`src/rtl/operand_fetch_unit_pkg.sv`:
```
// rtl/operand_fetch_unit_pkg.sv - shared constants and forwarding-source enum for the operand fetch unit
// Contents:
//   OFU_DATA_W, OFU_REG_COUNT, OFU_ADDR_W : default operand width, register count, index width
//   fwd_src_t                             : which source supplied an operand (debug/coverage)
package operand_fetch_unit_pkg;

    localparam int OFU_DATA_W    = 16;
    localparam int OFU_REG_COUNT = 8;
    localparam int OFU_ADDR_W    = 3;

    typedef enum logic [1:0] {
        FWD_EX  = 2'd0,
        FWD_MEM = 2'd1,
        FWD_WB  = 2'd2,
        FWD_RF  = 2'd3
    } fwd_src_t;

endpackage

```
`src/rtl/operand_resolver.sv`:
```
// rtl/operand_resolver.sv - combinational priority mux resolving one source operand
// Ports:
//   rd_addr                     : register index being read
//   ex_en/ex_addr/ex_data       : EX/MEM result in flight (youngest, highest priority)
//   mem_en/mem_addr/mem_data    : MEM/WB result in flight
//   wb_en/wb_addr/wb_data       : write-back landing this cycle (same-cycle bypass)
//   rf_data                     : register array contents at rd_addr
//   rd_data                     : resolved operand value
module operand_resolver
    import operand_fetch_unit_pkg::*;
#(
    parameter int DATA_W = OFU_DATA_W,
    parameter int ADDR_W = OFU_ADDR_W
) (
    input  logic [ADDR_W-1:0] rd_addr,
    input  logic              ex_en,
    input  logic [ADDR_W-1:0] ex_addr,
    input  logic [DATA_W-1:0] ex_data,
    input  logic              mem_en,
    input  logic [ADDR_W-1:0] mem_addr,
    input  logic [DATA_W-1:0] mem_data,
    input  logic              wb_en,
    input  logic [ADDR_W-1:0] wb_addr,
    input  logic [DATA_W-1:0] wb_data,
    input  logic [DATA_W-1:0] rf_data,
    output logic [DATA_W-1:0] rd_data
);

    fwd_src_t src;

    // Youngest in-flight result wins when several sources target the same index.
    always_comb begin
        src = FWD_RF;
        if (ex_en && (ex_addr == rd_addr)) begin
            src = FWD_EX;
        end else if (mem_en && (mem_addr == rd_addr)) begin
            src = FWD_MEM;
        end else if (wb_en && (wb_addr == rd_addr)) begin
            src = FWD_WB;
        end
    end

    always_comb begin
        rd_data = rf_data;
        case (src)
            FWD_EX:  rd_data = ex_data;
            FWD_MEM: rd_data = mem_data;
            FWD_WB:  rd_data = wb_data;
            default: rd_data = rf_data;
        endcase
    end

endmodule

```
`src/rtl/operand_fetch_unit.sv`:
```
// rtl/operand_fetch_unit.sv - register file, hazard forwarding and ID/EX operand registers
// Ports:
//   clk, rst                    : clock, synchronous active-high reset
//   id_valid, rs_addr, rt_addr  : decode slot and its two source indices
//   a_sel_in                    : operand A taken from the input-port register
//   stall, flush                : ID/EX hold and bubble insert (flush wins)
//   wb_en/wb_addr/wb_data       : register-file write port
//   ex_fwd_*, mem_fwd_*         : in-flight results for forwarding
//   in_port_en, in_port_data    : external input port capture
//   op_valid, op_a, op_b        : registered operands for EX
//   op_rs, op_rt                : registered source indices for EX-side hazard logic
module operand_fetch_unit
    import operand_fetch_unit_pkg::*;
#(
    parameter int DATA_W    = OFU_DATA_W,
    parameter int REG_COUNT = OFU_REG_COUNT,
    parameter int ADDR_W    = OFU_ADDR_W
) (
    input  logic              clk,
    input  logic              rst,
    input  logic              id_valid,
    input  logic [ADDR_W-1:0] rs_addr,
    input  logic [ADDR_W-1:0] rt_addr,
    input  logic              a_sel_in,
    input  logic              stall,
    input  logic              flush,
    input  logic              wb_en,
    input  logic [ADDR_W-1:0] wb_addr,
    input  logic [DATA_W-1:0] wb_data,
    input  logic              ex_fwd_en,
    input  logic [ADDR_W-1:0] ex_fwd_addr,
    input  logic [DATA_W-1:0] ex_fwd_data,
    input  logic              mem_fwd_en,
    input  logic [ADDR_W-1:0] mem_fwd_addr,
    input  logic [DATA_W-1:0] mem_fwd_data,
    input  logic              in_port_en,
    input  logic [DATA_W-1:0] in_port_data,
    output logic              op_valid,
    output logic [DATA_W-1:0] op_a,
    output logic [DATA_W-1:0] op_b,
    output logic [ADDR_W-1:0] op_rs,
    output logic [ADDR_W-1:0] op_rt
);

    logic [DATA_W-1:0] rf_q [REG_COUNT];
    logic [DATA_W-1:0] rf_d [REG_COUNT];
    logic [DATA_W-1:0] in_port_q, in_port_d;
    logic              op_valid_q, op_valid_d;
    logic [DATA_W-1:0] op_a_q, op_a_d;
    logic [DATA_W-1:0] op_b_q, op_b_d;
    logic [ADDR_W-1:0] op_rs_q, op_rs_d;
    logic [ADDR_W-1:0] op_rt_q, op_rt_d;
    logic              a_sel_q, a_sel_d;

    logic [ADDR_W-1:0] rd_rs, rd_rt;
    logic              rd_a_sel;
    logic [DATA_W-1:0] res_a, res_b, port_val, val_a;

    // During a stall the held indices are re-read so the held operands track
    // any write or forward that arrives while EX is blocked.
    assign rd_rs    = stall ? op_rs_q : rs_addr;
    assign rd_rt    = stall ? op_rt_q : rt_addr;
    assign rd_a_sel = stall ? a_sel_q : a_sel_in;

    // Input-port value with same-cycle capture bypass.
    assign port_val = in_port_en ? in_port_data : in_port_q;

    operand_resolver #(.DATA_W(DATA_W), .ADDR_W(ADDR_W)) u_res_a (
        .rd_addr  (rd_rs),
        .ex_en    (ex_fwd_en),
        .ex_addr  (ex_fwd_addr),
        .ex_data  (ex_fwd_data),
        .mem_en   (mem_fwd_en),
        .mem_addr (mem_fwd_addr),
        .mem_data (mem_fwd_data),
        .wb_en    (wb_en),
        .wb_addr  (wb_addr),
        .wb_data  (wb_data),
        .rf_data  (rf_q[rd_rs]),
        .rd_data  (res_a)
    );

    operand_resolver #(.DATA_W(DATA_W), .ADDR_W(ADDR_W)) u_res_b (
        .rd_addr  (rd_rt),
        .ex_en    (ex_fwd_en),
        .ex_addr  (ex_fwd_addr),
        .ex_data  (ex_fwd_data),
        .mem_en   (mem_fwd_en),
        .mem_addr (mem_fwd_addr),
        .mem_data (mem_fwd_data),
        .wb_en    (wb_en),
        .wb_addr  (wb_addr),
        .wb_data  (wb_data),
        .rf_data  (rf_q[rd_rt]),
        .rd_data  (res_b)
    );

    // The input port bypasses all forwarding.
    assign val_a = rd_a_sel ? port_val : res_a;

    always_comb begin
        rf_d = rf_q;
        if (wb_en) begin
            rf_d[wb_addr] = wb_data;
        end
        in_port_d = port_val;

        op_valid_d = op_valid_q;
        op_a_d     = op_a_q;
        op_b_d     = op_b_q;
        op_rs_d    = op_rs_q;
        op_rt_d    = op_rt_q;
        a_sel_d    = a_sel_q;

        if (flush) begin
            op_valid_d = 1'b0;
            op_a_d     = '0;
            op_b_d     = '0;
            op_rs_d    = '0;
            op_rt_d    = '0;
            a_sel_d    = 1'b0;
        end else if (stall) begin
            op_a_d = val_a;
            op_b_d = res_b;
        end else begin
            op_valid_d = id_valid;
            op_a_d     = val_a;
            op_b_d     = res_b;
            op_rs_d    = rs_addr;
            op_rt_d    = rt_addr;
            a_sel_d    = a_sel_in;
        end
    end

    always_ff @(posedge clk) begin
        if (rst) begin
            for (int i = 0; i < REG_COUNT; i++) begin
                rf_q[i] <= '0;
            end
            in_port_q  <= '0;
            op_valid_q <= 1'b0;
            op_a_q     <= '0;
            op_b_q     <= '0;
            op_rs_q    <= '0;
            op_rt_q    <= '0;
            a_sel_q    <= 1'b0;
        end else begin
            rf_q       <= rf_d;
            in_port_q  <= in_port_d;
            op_valid_q <= op_valid_d;
            op_a_q     <= op_a_d;
            op_b_q     <= op_b_d;
            op_rs_q    <= op_rs_d;
            op_rt_q    <= op_rt_d;
            a_sel_q    <= a_sel_d;
        end
    end

    assign op_valid = op_valid_q;
    assign op_a     = op_a_q;
    assign op_b     = op_b_q;
    assign op_rs    = op_rs_q;
    assign op_rt    = op_rt_q;

endmodule

```
`config.mk`:
```
export PLATFORM = sky130hd
export DESIGN_NAME = operand_fetch_unit
export DESIGN_NICKNAME = d
export VERILOG_FILES = /design/src/rtl/operand_fetch_unit_pkg.sv /design/src/rtl/operand_resolver.sv /design/src/rtl/operand_fetch_unit.sv
export SDC_FILE = /design/constraint.sdc
export NUM_CORES = 1
export LEC_CHECK = 0
export ABC_AREA = 1
export CAP_MARGIN = 10
export CORE_MARGIN = 1
export CORE_UTILIZATION = 25
export DETAILED_ROUTE_END_ITERATION = 12
export GPL_TIMING_DRIVEN = 0
export SETUP_SLACK_MARGIN = 0.1
export SYNTH_ARGS = -nofsm -noshare
export SYNTH_HDL_FRONTEND = slang
export SYNTH_SLANG_ARGS = --single-unit
```
`constraint.sdc`:
```
create_clock -name clk -period 2 [get_ports clk]
set_clock_uncertainty 0.05 [all_clocks]
set_input_delay 0.2 -clock clk [delete_from_list [all_inputs] [get_ports clk]]
set_output_delay 0.2 -clock clk [all_outputs]
set_load 0.1 [all_outputs]
```
==> flow_summary.rst <==
.. list-table::
   :header-rows: 1

   * - Metric
     - Value
   * - Status
     - completed
   * - Maximum fanout along the worst path
     - 10
   * - Category of the worst setup path capture point
     - register
   * - Synthesized netlist net count
     - 1908
   * - Die boundary height
     - between 200 and 250 µm
   * - Final setup fails
     - 0
   * - Kind of critical path
     - reg -> reg
   * - Period utilisation layout
     - 94.0%
   * - Yosys cell types
     - 23
   * - Number of nets in the layout
     - 2066
   * - Sequential share of the synthesized area
     - between 30% and 40%
   * - Master cell of the clock root buffer
     - sky130_fd_sc_hd__clkbuf_16
   * - Final-layout fill cell count
     - 4614
   * - Max cap viols
     - 0
   * - Cell area power density
     - around 700 nW/µm²
   * - Clock latency reported for the late side of the worst-skew pair
     - ~0.45 ns
   * - Drt initial violations
     - roughly 1200
   * - Final Wtd Congestion
     - 0.907
   * - Peak clock frequency supported by timing
     - 0.532 GHz
   * - Reg2Reg Depth
     - 13
   * - Via count of the first global-routing pass
     - 11800
   * - Top-area cell type share of the netlist area
     - about a third
   * - TritonCTS Sinks
     - 184
   * - Synth area leaders
     - sky130_fd_sc_hd__dfxtp_1, sky130_fd_sc_hd__nand2_1, sky130_fd_sc_hd__nand3_1
   * - Wire length of the first global-routing pass
     - 66600 µm
   * - DR DRC count
     - 0
   * - Antenna violations before repair
     - 0
   * - Unrepaired setup endpoints after global routing
     - yes
   * - Max Slew Vio Count
     - 0
   * - Maximum number of pins on one net before global-route repair
     - 17
   * - Actual transition at the worst max-transition pin
     - 0.990 ns
   * - Area growth from synthesis to layout
     - 28.1%
   * - Final antenna diode count
     - 0
   * - Routed WL per cell
     - 17.3 µm
   * - Clock tree from TritonCTS
     - built
   * - Sequential standard cell area
     - about 3700 µm²
   * - Detailed Place HPWL
     - between 30000 and 40000 µm
   * - Crit path arrival time
     - 2.16 ns
   * - Critical Path, Cell by Cell
     - nand2_2, buf_6, nand3_1, nand2_1, nor2_1, nand2_2, buf_6, nand3_1, nand2_1, inv_1, nand2_1, nand2_2, nand2_1
   * - Dominant cell type by count on the critical path
     - sky130_fd_sc_hd__nand2_1
   * - Wire length after detailed routing
     - 43800 µm
   * - Syn Area/Cell
     - 5.94 µm²
   * - Worst endpoint required time
     - 2.28 ns
   * - Number of I/O pins
     - between 100 and 150
   * - Starting utilization of the core area
     - 25.6%
   * - Number of hold violations in the final report
     - 0
   * - Core Util, Final
     - 32.7%
   * - Number of cells on the worst hold path
     - 2
   * - Overall Global Routing Usage
     - 19.7%
   * - WHS
     - 0.0829 ns
   * - Clock slew at reported path FFs
     - approximately 0.07 ns
   * - Chip Width
     - 210 µm
   * - Count of buffers inserted at the top-level ports
     - 126
   * - Detailed-route via count
     - 12400
   * - Overall die area
     - 44000 µm²
   * - Area of combinational cells with multiple inputs
     - between 5000 and 6000 µm²
   * - Cell count after synthesis
     - 1819
   * - Post-synthesis instance area
     - 10800 µm²
   * - Type of element launching the critical path
     - register
   * - Min cycle time layout
     - 1.88 ns
   * - Clock buffer count from CTS
     - 17
   * - Relative slew margins
     - roughly a third
   * - H-tree level count
     - 4
   * - Cell count after placement
     - 2484
   * - Delay contributed by the slowest stage of the critical path
     - 0.37 ns
   * - Number of buffers on the longest clock path
     - 2
   * - Peak VDD IR
     - 0.618 mV
   * - Warnings from Yosys
     - 0
   * - Router iterations before antenna repair
     - 5
   * - Leftover overflow at the end of global routing
     - 0
   * - Final non-filler cell total
     - 2528
   * - Count of standard-cell rows
     - 75
   * - Count of nets left with antenna violations after detail routing
     - 0
   * - Fraction of final layout cells with drive strength greater than 1
     - roughly a tenth
   * - Via-per-instance ratio
     - 4.92
   * - Most area-hungry cell type in the Yosys netlist
     - sky130_fd_sc_hd__dfxtp_1
   * - Class of the worst hold path
     - in -> reg
   * - Slowest-stage cell, CP
     - sky130_fd_sc_hd__dfxtp_4
   * - Number of synthesized register bits
     - 184
   * - Placeable core region
     - 42200 µm²
   * - Leak pwr
     - between 6 and 7 nW
## cells in the mapped netlist
| cell | number |
|---|---|
| sky130_fd_sc_hd__clkinv_1 | 36 |
| sky130_fd_sc_hd__nand2_2 | 10 |
| sky130_fd_sc_hd__inv_1 | 199 |
| sky130_fd_sc_hd__nor2_4 | 4 |
| sky130_fd_sc_hd__dfxtp_1 | 184 |
| sky130_fd_sc_hd__buf_4 | 9 |
| sky130_fd_sc_hd__buf_6 | 4 |
| sky130_fd_sc_hd__buf_12 | 1 |
| sky130_fd_sc_hd__buf_1 | 5 |
| sky130_fd_sc_hd__mux2i_1 | 1 |
| sky130_fd_sc_hd__clkbuf_1 | 57 |
| sky130_fd_sc_hd__nor2_2 | 14 |
| sky130_fd_sc_hd__nand2_4 | 9 |
| sky130_fd_sc_hd__nor2_1 | 115 |
| sky130_fd_sc_hd__nand3_2 | 4 |
| sky130_fd_sc_hd__inv_2 | 6 |
| sky130_fd_sc_hd__nand2_1 | 609 |
| sky130_fd_sc_hd__o21ai_0 | 161 |
| sky130_fd_sc_hd__nand2_8 | 1 |
| sky130_fd_sc_hd__buf_2 | 34 |
| sky130_fd_sc_hd__nand3_1 | 226 |
| sky130_fd_sc_hd__a21oi_1 | 129 |
| sky130_fd_sc_hd__inv_4 | 1 |
## area by class of cell
class / count / area share (%)
inverters: 242 / 6.63
flip-flops and latches: 184 / 26.8
clock buffers: 21 / 3.33
multi-input cells: 1284 / 41.9
well taps: 539 / 4.88
repair buffers: 139 / 9.74
plain buffers: 109 / 6.08
clock inverters: 10 / 0.697
## state kept, by name, summed over array words and instances (netlist names)
| signal | flops |
|---|---|
| rf_q | 128 |
| in_port_q | 16 |
| op_a | 16 |
| op_b | 16 |
| op_rs | 3 |
| op_rt | 3 |
| a_sel_q | 1 |
| op_valid | 1 |
## metrics by stage
| stage | setup TNS (ns) | power (mW) | setup WS [ns] | cell area (µm²) |
|---|---|---|---|---|
| 2_1_floorplan | 0 | 5.58 | 0.101 | 10800 |
| 3_3_place_gp | -41.01 | 6.45 | -0.793 | 12700 |
| 3_5_place_dp | -42.42 | 6.47 | -0.804 | 12700 |
| 4_1_cts | 0 | 9.78 | 0.0364 | 13400 |
| 5_1_grt | 0 | 10.3 | 0.0819 | 13800 |
| 6_report | 0 | 9.90 | 0.120 | 13800 |
## final timing paths
kind	endpoint	startpoint	slack, ns
max reg2reg	op_a[11]	op_rs[0]	0.12
max	op_a[11]	op_rs[0]	0.12
min	in_port_q[2]	rst	0.08
min reg2reg	op_valid	op_valid	0.41
## cells by family after synthesis
group | Yosys count | synth area share, %
mux | 1 | 0.0927
flops | 184 | 34.1
buf+inv | 352 | 13.4
compound gates | 290 | 13.4
simple gates | 992 | 38.9
## what timing repair did
item                       CTS  global route
cloned                       0             3
pin swaps                    4            17
setup endpoints to repair   72           109
setup buffers                2             9
resized for setup          112           137
hold buffers                 0             0
## critical path, delay by kind of cell (launching register included)
family,cells,cell delay (ns)
buffers and inverters,3,0.42
flip-flops,1,0.37
AND/OR/NAND/NOR,10,0.91
## where the power goes
group / internal [mW] / switching, mW / total (mW)
combinational: 0.842 / 1.84 / 2.68
clock: 1.78 / 1.54 / 3.33
sequential: 3.82 / 0.0656 / 3.89
total: 6.45 / 3.45 / 9.90
## per-layer routing
metal	global-route usage [%]	part of all wire, %	up-vias
met4	8.23	3.6	0
met1	25.4	43	5832
met5	0	0	-
met2	32.9	47	510
li1	-	-	5993
met3	2.62	6.7	105
## cell usage in the layout (no fill, tap or decap), types with 3 or more instances in the layout
master | synthesis | final
sky130_fd_sc_hd__a21oi_1 | 129 | 129
sky130_fd_sc_hd__buf_12 | 1 | 7
sky130_fd_sc_hd__buf_2 | 34 | 4
sky130_fd_sc_hd__buf_4 | 9 | 19
sky130_fd_sc_hd__buf_6 | 4 | 25
sky130_fd_sc_hd__buf_8 | 0 | 5
sky130_fd_sc_hd__clkbuf_1 | 57 | 32
sky130_fd_sc_hd__clkbuf_16 | 0 | 19
sky130_fd_sc_hd__clkbuf_2 | 0 | 30
sky130_fd_sc_hd__clkbuf_4 | 0 | 3
sky130_fd_sc_hd__clkbuf_8 | 0 | 3
sky130_fd_sc_hd__clkdlybuf4s15_1 | 0 | 11
sky130_fd_sc_hd__clkdlybuf4s50_1 | 0 | 86
sky130_fd_sc_hd__clkinv_1 | 36 | 35
sky130_fd_sc_hd__clkinv_2 | 0 | 4
sky130_fd_sc_hd__clkinvlp_4 | 0 | 3
sky130_fd_sc_hd__dfxtp_1 | 184 | 178
sky130_fd_sc_hd__dfxtp_4 | 0 | 4
sky130_fd_sc_hd__dlygate4sd2_1 | 0 | 23
sky130_fd_sc_hd__inv_1 | 199 | 198
sky130_fd_sc_hd__inv_2 | 6 | 6
sky130_fd_sc_hd__nand2_1 | 609 | 591
sky130_fd_sc_hd__nand2_2 | 10 | 25
sky130_fd_sc_hd__nand2_4 | 9 | 12
sky130_fd_sc_hd__nand3_1 | 226 | 226
sky130_fd_sc_hd__nor2_1 | 115 | 109
sky130_fd_sc_hd__nor2_2 | 14 | 18
sky130_fd_sc_hd__nor2_4 | 4 | 6
sky130_fd_sc_hd__o21ai_0 | 161 | 156
sky130_fd_sc_hd__o21ai_1 | 0 | 4
Note: power is estimated with default switching activity, not from simulation.
